`src/rtl/uart_word_fifo_ctrl_pkg.sv`:
```
// Shared types and helpers for the UART word-to-FIFO controller.
package uart_fifo_pkg;

    localparam int WORD_W         = 32;
    localparam int BYTES_PER_WORD = 4;
    localparam int IDX_W          = $clog2(BYTES_PER_WORD);

    typedef enum logic {
        S_IDLE    = 1'b0,
        S_PARTIAL = 1'b1
    } byte_state_t;

    // Increment that sticks at max_value instead of wrapping.
    function automatic logic [31:0] sat_inc(input logic [31:0] value, input logic [31:0] max_value);
        return (value >= max_value) ? max_value : value + 32'd1;
    endfunction

endpackage

```
`src/rtl/uart_word_fifo_ctrl_idle_timer.sv`:
```
// Inter-byte idle timer: counts while enabled, restarts on kick, and emits a
// registered one-cycle pulse on the edge where the count reaches TIMEOUT_CYCLES-1.
module uart_idle_timer #(
    parameter int TIMEOUT_CYCLES = 50000
) (
    input  logic i_clock,
    input  logic i_reset_n,
    input  logic i_enable,
    input  logic i_kick,
    output logic o_expired
);

    localparam int TW = $clog2(TIMEOUT_CYCLES);
    localparam logic [TW-1:0] LAST = TW'(TIMEOUT_CYCLES - 1);

    logic [TW-1:0] count;

    always_ff @(posedge i_clock or negedge i_reset_n) begin
        if (!i_reset_n) begin
            count     <= '0;
            o_expired <= 1'b0;
        end else if (!i_enable || i_kick) begin
            count     <= '0;
            o_expired <= 1'b0;
        end else if (count == LAST) begin
            count     <= '0;
            o_expired <= 1'b1;
        end else begin
            count     <= count + 1'b1;
            o_expired <= 1'b0;
        end
    end

endmodule

```
`src/rtl/uart_word_fifo_ctrl.sv`:
```
// Sequences the UART byte-to-word serialiser into the 32-bit receive FIFO:
// byte alignment, timeout resync, 1-deep hold register, overflow and frame accounting.
module uart_word_fifo_ctrl
    import uart_fifo_pkg::*;
#(
    parameter int TIMEOUT_CYCLES  = 50000,
    parameter int WORDS_PER_FRAME = 1024,
    parameter int CNT_W           = 16
) (
    input  logic              i_clock,
    input  logic              i_reset_n,
    input  logic              i_byte_recv_sig,
    input  logic              i_word_recv_sig,
    input  logic [WORD_W-1:0] i_word_data,
    input  logic              i_fifo_full,
    input  logic              i_overflow_clear,
    output logic              o_serialiser_reset,
    output logic              o_fifo_wr_en,
    output logic [WORD_W-1:0] o_fifo_wr_data,
    output logic              o_overflow,
    output logic              o_frame_done,
    output logic [CNT_W-1:0]  o_words_in_frame,
    output logic [CNT_W-1:0]  o_drop_count,
    output logic [CNT_W-1:0]  o_resync_count,
    output byte_state_t       o_dbg_state,
    output logic [IDX_W-1:0]  o_dbg_byte_idx
);

    localparam logic [31:0]      CNT_MAX  = 32'((64'd1 << CNT_W) - 64'd1);
    localparam logic [IDX_W-1:0] LAST_IDX = IDX_W'(BYTES_PER_WORD - 1);

    byte_state_t       state;
    logic [IDX_W-1:0]  byte_idx;
    logic [WORD_W-1:0] hold_data;
    logic              held;
    logic              timer_expired;

    logic last_byte;
    logic misaligned;
    logic timeout;
    logic resync;
    logic drop;
    logic frame_hit;

    // FIFO write handshake: o_fifo_wr_en is the valid, ~i_fifo_full the ready;
    // a word transfers on every edge where both are high, and data is stable while held.
    assign o_fifo_wr_en   = held & ~i_fifo_full;
    assign o_fifo_wr_data = hold_data;
    assign o_dbg_state    = state;
    assign o_dbg_byte_idx = byte_idx;

    // The 4th byte arriving with its word pulse still counts as aligned.
    assign last_byte  = i_byte_recv_sig && (byte_idx == LAST_IDX);
    assign misaligned = i_word_recv_sig && (byte_idx != '0) && !last_byte;
    assign timeout    = (state == S_PARTIAL) && timer_expired && !i_byte_recv_sig;
    assign resync     = misaligned || timeout;
    assign drop       = i_word_recv_sig && held && !o_fifo_wr_en;
    assign frame_hit  = o_fifo_wr_en &&
                        (32'(o_words_in_frame) + 32'd1 == 32'(WORDS_PER_FRAME));

    uart_idle_timer #(
        .TIMEOUT_CYCLES(TIMEOUT_CYCLES)
    ) u_idle_timer (
        .i_clock  (i_clock),
        .i_reset_n(i_reset_n),
        .i_enable (state == S_PARTIAL),
        .i_kick   (i_byte_recv_sig),
        .o_expired(timer_expired)
    );

    always_ff @(posedge i_clock or negedge i_reset_n) begin
        if (!i_reset_n) begin
            state              <= S_IDLE;
            byte_idx           <= '0;
            o_serialiser_reset <= 1'b0;
            o_resync_count     <= '0;
        end else begin
            o_serialiser_reset <= resync;
            if (resync) begin
                state          <= S_IDLE;
                byte_idx       <= '0;
                o_resync_count <= CNT_W'(sat_inc(32'(o_resync_count), CNT_MAX));
            end else if (i_byte_recv_sig) begin
                byte_idx <= byte_idx + 1'b1;
                state    <= last_byte ? S_IDLE : S_PARTIAL;
            end
        end
    end

    // A word arriving on a write edge replaces the outgoing one; only a full, blocked slot drops.
    always_ff @(posedge i_clock or negedge i_reset_n) begin
        if (!i_reset_n) begin
            hold_data    <= '0;
            held         <= 1'b0;
            o_overflow   <= 1'b0;
            o_drop_count <= '0;
        end else begin
            if (i_word_recv_sig && !drop) begin
                hold_data <= i_word_data;
                held      <= 1'b1;
            end else if (o_fifo_wr_en) begin
                held <= 1'b0;
            end
            if (drop) begin
                o_overflow   <= 1'b1;
                o_drop_count <= CNT_W'(sat_inc(32'(o_drop_count), CNT_MAX));
            end else if (i_overflow_clear) begin
                o_overflow <= 1'b0;
            end
        end
    end

    always_ff @(posedge i_clock or negedge i_reset_n) begin
        if (!i_reset_n) begin
            o_frame_done     <= 1'b0;
            o_words_in_frame <= '0;
        end else begin
            o_frame_done <= frame_hit;
            if (frame_hit) begin
                o_words_in_frame <= '0;
            end else if (o_fifo_wr_en) begin
                o_words_in_frame <= CNT_W'(sat_inc(32'(o_words_in_frame), CNT_MAX));
            end
        end
    end

endmodule

```
`config.mk`:
```
export PLATFORM = sky130hd
export DESIGN_NAME = uart_word_fifo_ctrl
export DESIGN_NICKNAME = d
export VERILOG_FILES = /design/src/rtl/uart_word_fifo_ctrl_pkg.sv /design/src/rtl/uart_word_fifo_ctrl_idle_timer.sv /design/src/rtl/uart_word_fifo_ctrl.sv
export SDC_FILE = /design/constraint.sdc
export NUM_CORES = 1
export LEC_CHECK = 0
export CAP_MARGIN = 10
export CORE_AREA = 5 5 161 86
export CTS_BUF_LIST = sky130_fd_sc_hd__clkbuf_2 sky130_fd_sc_hd__clkbuf_4 sky130_fd_sc_hd__clkbuf_8
export CTS_CLUSTER_DIAMETER = 200
export DETAILED_ROUTE_END_ITERATION = 7
export DIE_AREA = 0 0 166 91
export PLACE_DENSITY = 0.69
export SLEW_MARGIN = 20
export SYNTH_ARGS = -nofsm -noshare
export SYNTH_HDL_FRONTEND = slang
export SYNTH_SLANG_ARGS = --single-unit
```
`constraint.sdc`:
```
create_clock -name i_clock -period 2.2 [get_ports i_clock]
set_clock_uncertainty 0.2 [all_clocks]
set_input_delay 0.44 -clock i_clock [delete_from_list [all_inputs] [get_ports i_clock]]
set_output_delay 0.44 -clock i_clock [all_outputs]
set_load 0.02 [all_outputs]
```
==> run summary, run 1 <==
outcome: finished, final reports clean
vias per cell: 5.377
RSZ-0062 raised after global routing: true
WL final: 13,750 um
critical path endpoint category: flip-flop
Yosys warning total: 0
worst-margin pin slew: 0.5318 ns
fin crit share: 99.32%
largest net degree at the start of global routing: 40
GPL Wtd Cong: 0.9301
TritonRoute pass-1 iters: 5
Num CTS Buffers: 9
fill count: 1,021
setup tns final: 0 ns
final layout net count: 697
P_int: 3750 uW
worst min path class: reg2reg
peak fanout along the critical path: 4
LEAKAGE: 0.003179 uW
antenna cells: 0
min cycle time layout: 2.185 ns
FF-to-FF setup slack: 0.01 ns
Rows: 29
CP startpoint: o_words_in_frame[0]
Gate power share: 32.9%
Critical path buffers and inverters: 0
Post-Syn Nets: 530
clock sink total: 104
CP cell instances: nand4_1, or3_4, a221o_1, a2111oi_4, o31ai_1
sequential share of power: 43.5%
Synth Area per Inst: 10.52 sq um
WL/cell: 16.62 um
final slew viol count: 0
synthesized area: 5101 sq um
Clock Power Share: 23.5%
final hold viol count: 0
number of synthesized flops with an enable pin: 0
Yosys cell types: 52
NetSw: 1975 uW
Iter 0 DRT Violations: 272
Critical Path Sink: o_words_in_frame[1]
Hold Worst Slack: 0.2947 ns
slowest stage delay, CP: 0.43 ns
H-tree depth: 3
Switching Fraction: 34.49%
Top delay family on crit path: compound AO/OA/AOI/OAI gates
grt total ovfl: 0
area of the die: 15,110 sq um
area of the multi-input gates: 2399 sq um
Core Area: 12,300 sq um
CP max-delay cell: dfrtp_2
sequential cell area: 2619 sq um
Layout area overhead: 40.40%
starting density of the core: 41.47%
port buffer count: 124
Cells after Synth: 485
asr flop ratio synth: 100.0%
reg-to-reg startpoint: o_words_in_frame[0]
PwrDens: 799.4 nW/um^2
IO Pins: 125
kind of critical path: reg2reg
Most used DFF post-synth: dfrtp_1
vias: 4,447
Final setup viols: 0
Worst EP arrival: 2.24 ns
slew margin rel.: 64.55%
Critical Path Source Type: flip-flop
clk_lat worst skew: 0.38 ns
GRT Util Overall: 18.16%
hpwl dp: 10,400 um
Max-Cap Viols: 0
layout cells sized above 1: 20.70%
clock transition at the registers of the reported paths: 0.10 ns
Required @ worst endpoint: 2.26 ns
first-pass GRT wire length: 22,940 um
Worst path depth: 5
Max VDD drop: 0.0004247 V
Root Driver: clkbuf_8
TritonCTS clock tree: done
vias in the first global route: 4,506
antenna viol nets, final: 0
DRC: 0
chip height: 91 um
Seq cells post-synth: 104
initial antenna violation count: 0
Fmax: 0.4577 GHz
worst r2r dst: o_words_in_frame[1]
Reg2Reg Depth: 5
die width: 166 um
CTS max path bufs: 2
post-synthesis sequential area ratio: 51.02%
## cell usage in the layout (no fill, tap or decap), drive strengths merged, types with 3 or more instances in the layout
master and count:
nand2b 6, and4 12, nor2 45, nand2 39, nor4 7, xnor2 13, a41oi 3, nand3 25
dfrtp 104, dlygate4sd2 7, and2 5, nand4 17, inv 17, ha 7, mux2i 6, dlymetal6s2s 7
nor4b 3, o2111ai 5, nor3 7, a31oi 4, a21oi 23, xor2 18, buf 51, and3 16
mux2 37, clkdlybuf4s50 108, or3 3, clkbuf 11, o21ai 18, o31ai 4
## worst reg2reg max path, delay by kind of cell (launching register included)
kind / cells / cell delay, ns
AND/OR/NAND/NOR: 2 / 0.61
AO/OA/AOI/OAI: 3 / 0.84
flip-flops: 1 / 0.43
## power groups by stage
| stage | sequential (uW) | clock, uW | combinational (uW) |
|---|---|---|---|
| 2_1_floorplan | 2800 | 0 | 603 |
| 3_3_place_gp | 2500 | 0 | 1880 |
| 3_5_place_dp | 2520 | 0 | 1910 |
| 4_1_cts | 2480 | 1390 | 1900 |
| 5_1_grt | 2540 | 1460 | 2050 |
| 6_report | 2490 | 1350 | 1890 |
## kinds of logic after synthesis
kind of cell	synth area share [%]
xor gates and xnor gates	5.323
AOI/OAI and AO/OA	9.836
adders and majority gates	1.717
DFF	51.02
muxes	9.345
buffers and inverters	2.968
and+or+nand+nor	19.79
## state kept, by name, summed over array words and instances (netlist names)
| name | cells |
|---|---|
| o_fifo_wr_data | 32 |
| o_dbg_byte_idx | 2 |
| o_words_in_frame | 16 |
| o_dbg_state | 1 |
| o_frame_done | 1 |
| o_drop_count | 16 |
| o_serialiser_reset | 1 |
| o_overflow | 1 |
| u_idle_timer.o_expired | 1 |
| held | 1 |
| o_resync_count | 16 |
| u_idle_timer.count | 16 |
## layer usage
metal	routed length, um	global-route usage (%)	vias up
met3	1316	6.768	14
met2	5704	25.81	165
li1	-	-	2090
met4	129	4.187	0
met5	0	0	-
met1	6598	26.40	2178
## repair_timing
item	CTS	global route
hold buffers	1	0
buffers inserted	0	3
setup endpoints to repair	12	14
endpoints found under the hold margin	35	0
pin swaps	1	6
resized for setup	12	15
## Yosys cell counts (2+ instances only)
library cell  instances  area, sq um
nor4_1                6        37.54
xnor2_1              13        113.9
a21o_1                2        15.01
nand2_1              39        146.4
mux2i_1               6        60.06
ha_1                  7        87.58
inv_1                15        56.30
a41oi_1               3        26.28
o2111ai_1             5        43.79
nand4_1              16        100.1
xor2_1               18        157.7
nor3_1                7        35.03
or3_2                 2        15.01
nand3_1              25        125.1
a21oi_1              23        115.1
clkbuf_1             15        56.30
mux2_2               37        416.7
o211ai_1              2        15.01
nand2b_1              6        37.54
o21ai_0              17        85.08
a31oi_1               4        25.02
nor2_1               45        168.9
buf_6                 3        33.78
o31ai_1               4        30.03
and4_1               11        96.34
nand3b_1              2        15.01
nor4b_1               3        26.28
and3_1               15        93.84
and2_1                5        31.28
o2111a_1              2        22.52
nor2b_1               2        12.51
dfrtp_1             104         2603
nor3b_1               2        15.01
## through the flow
step / power, uW / instance area [sq um] / setup WS [ns] / std cells / util [%]
after floorplan: 3407 / 5129 / 0.001043 / 485 / -
after global placement: 4382 / 6873 / -0.2590 / 807 / 55.87
after detailed placement: 4427 / 6873 / -0.2846 / 807 / 55.87
after CTS: 5774 / 7102 / 0.001226 / 824 / 57.74
after global routing: 6057 / 7162 / -0.1002 / 827 / 58.22
final: 5725 / 7162 / 0.01493 / 827 / 58.22
## worst min-delay path by stage
| stage | startpoint | end | slack (ns) | depth (start not counted) |
|---|---|---|---|---|
| floorplan | i_reset_n | held | -0.06 | 0 |
| global placement | i_reset_n | o_drop_count[6] | 0.24 | 1 |
| detailed placement | i_reset_n | o_drop_count[6] | 0.25 | 1 |
| CTS | u_idle_timer.count[0] | u_idle_timer.count[0] | 0.30 | 1 |
| global route | o_fifo_wr_data[15] | o_fifo_wr_data[15] | 0.32 | 1 |
| finish | u_idle_timer.count[0] | u_idle_timer.count[0] | 0.29 | 1 |
## final cells by class
type | instances | share of cell area, %
flip-flops and latches | 104 | 36.57
clock buffers | 10 | 1.834
well taps | 170 | 2.970
repair buffers | 175 | 23.08
clock inverters | 6 | 1.275
inverters | 15 | 0.7862
multi-input cells | 347 | 33.49
Note: power is estimated with default switching activity, not from simulation.
==> run 2: changes to the inputs <==
CORE_AREA = 5 5 166 88   (was 5 5 161 86)
DIE_AREA = 0 0 171 93   (was 0 0 166 91)
PLACE_DENSITY = 0.65   (was 0.69)
==> run summary, run 2 (synthesized netlist as in run 1, its figures left out) <==
vias: 4,396 (was 4,447)
area of the multi-input gates: 2419 sq um (was 2399 sq um)
PwrDens: 772.6 nW/um^2 (was 799.4 nW/um^2)
min cycle time layout: 2.316 ns (was 2.185 ns)
Max VDD drop: 0.0005286 V (was 0.0004247 V)
clk_lat worst skew: 0.38 ns (about the same)
starting density of the core: 38.94% (was 41.47%)
Root Driver: clkbuf_8 (unchanged)
layout cells sized above 1: 22.12% (was 20.70%)
Layout area overhead: 42.26% (was 40.40%)
first-pass GRT wire length: 23,380 um (was 22,940 um)
IO Pins: 125 (unchanged)
hpwl dp: 10,720 um (was 10,400 um)
number of flip-flops in the largest register: 32 (unchanged)
final core occ: 55.40% (was 58.22%)
Final setup viols: 3 (was 0)
Critical Path Source Type: flip-flop (unchanged)
most frequent cells in the layout: clkdlybuf4s50_1 (100), dfrtp_1 (91), buf_4 (58) (was clkdlybuf4s50_1 (108), dfrtp_1 (91), buf_4 (49))
final layout net count: 709 (was 697)
clock transition at the registers of the reported paths: 0.11 ns (was 0.10 ns)
port buffer count: 124 (unchanged)
final slew viol count: 0 (unchanged)
WL final: 14,180 um (was 13,750 um)
antenna viol nets, final: 0 (unchanged)
RSZ-0062 raised after global routing: true (unchanged)
grt total ovfl: 0 (unchanged)
die width: 171 um (was 166 um)
outcome: complete, but fails checks (was finished, final reports clean)
slowest stage delay, CP: 0.41 ns (was 0.43 ns)
TritonCTS clock tree: done (unchanged)
most common cell after layout, fill and taps aside: clkdlybuf4s50_1 (unchanged)
fin crit share: 105.3% (was 99.32%)
WL/cell: 16.78 um (was 16.62 um)
Tot Pwr: 5607 uW (was 5725 uW)
H-tree depth: 3 (unchanged)
Iter 0 DRT Violations: 352 (was 272)
placed insts: 824 (was 807)
antenna cells: 0 (unchanged)
Num CTS Buffers: 9 (unchanged)
kind of critical path: reg2reg (unchanged)
Core Area: 13,100 sq um (was 12,300 sq um)
GRT Util Overall: 18.21% (was 18.16%)
critical path endpoint category: flip-flop (unchanged)
Max-Cap Viols: 0 (unchanged)
DRC: 0 (unchanged)
CP max-delay cell: dfrtp_2 (unchanged)
initial antenna violation count: 0 (unchanged)
Worst Slack Setup Final: -0.1164 ns (was 0.01493 ns)
vias in the first global route: 4,411 (was 4,506)
Fmax: 0.4317 GHz (was 0.4577 GHz)
clock sink total: 104 (unchanged)
peak fanout along the critical path: 4 (unchanged)
vias per cell: 5.202 (was 5.377)
Required @ worst endpoint: 2.26 ns (about the same)
final hold viol count: 0 (unchanged)
largest net degree at the start of global routing: 39 (was 40)
Rows: 30 (was 29)
failing checks: setup timing
non-filler cells, final: 845 (was 827)
TritonRoute pass-1 iters: 4 (was 5)
setup tns final: -0.3263 ns (was 0 ns)
LEAKAGE: 0.003266 uW (was 0.003179 uW)
worst min path class: in2reg (was reg2reg)
CP cell instances: buf_6, nand4_1, or3_4, a221o_1, a2111oi_4, o31ai_1 (was nand4_1, or3_4, a221o_1, a2111oi_4, o31ai_1)
fill count: 1,154 (was 1,021)
slew margin rel.: 61.60% (was 64.55%)
CTS max path bufs: 2 (unchanged)
GPL Wtd Cong: 0.9430 (was 0.9301)
area of the die: 15,900 sq um (was 15,110 sq um)
sequential cell area: 2619 sq um (unchanged)
chip height: 93 um (was 91 um)
Worst EP arrival: 2.38 ns (was 2.24 ns)
worst-margin pin slew: 0.5708 ns (was 0.5318 ns)
## run 2: power breakdown
| part | total [uW] | internal [uW] | switching, uW |
|---|---|---|---|
| Sequential | 2480 | 2190 | 293 |
| Combinational | 1980 | 949 | 1030 |
| Clock | 1140 | 420 | 724 |
## run 2: worst max-delay path, delay by kind of cell, from the launching register on
family | cells | cell delay [ns]
AO/OA/AOI/OAI | 3 | 0.83
AND/OR/NAND/NOR | 2 | 0.63
flip-flops | 1 | 0.41
buffers and inverters | 1 | 0.13
## run 2: repair_timing
item	in CTS	in global routing
gates resized for setup	22	17
hold buffers	1	0
pin swaps	2	7
gates cloned	0	0
endpoints found under the hold margin	29	0
endpoints found under the setup margin	17	18
setup buffers	1	3
## run 2: path summary, 6_finish.rpt
kind,startpoint,endpoint,slack [ns],cells after the start
min reg2reg,u_idle_timer.count[0],u_idle_timer.count[0],0.30,1
max reg2reg,o_words_in_frame[0],o_words_in_frame[1],-0.12,6
min,i_word_recv_sig,held,0.28,3
max in group asynchronous,i_reset_n,o_fifo_wr_data[0],0.88,3
max,o_words_in_frame[0],o_words_in_frame[1],-0.12,6
min in group asynchronous,i_reset_n,o_words_in_frame[2],0.33,2
## run 2: cell type report
class                      count  area share, %
clock buffer                   9          1.707
clock inverter                 7         0.7586
inverter                      15         0.7759
multi-input combinational    347          33.33
sequential                   104          36.09
tap                          176          3.034
timing repair buffer         187          24.31
## run 2: routing by layer
| metal | vias to the layer above | wire (um) | GRT usage, % |
|---|---|---|---|
| met2 | 132 | 5801 | 25.16 |
| met3 | 10 | 1163 | 5.912 |
| met4 | 0 | 108 | 2.835 |
| li1 | 2106 | - | - |
| met1 | 2148 | 7106 | 28.09 |
| met5 | - | 0 | 0 |
## run 2: metrics by stage
stage,hold slack [ns],worst slack (ns),cell area [sq um]
after floorplan,-0.05559,0.001043,5129
after global placement,0.2108,-0.3127,6975
after detailed placement,0.2184,-0.3411,6975
after CTS,0.3060,-0.07094,7184
after global routing,0.3018,-0.1384,7257
final,0.2811,-0.1164,7257
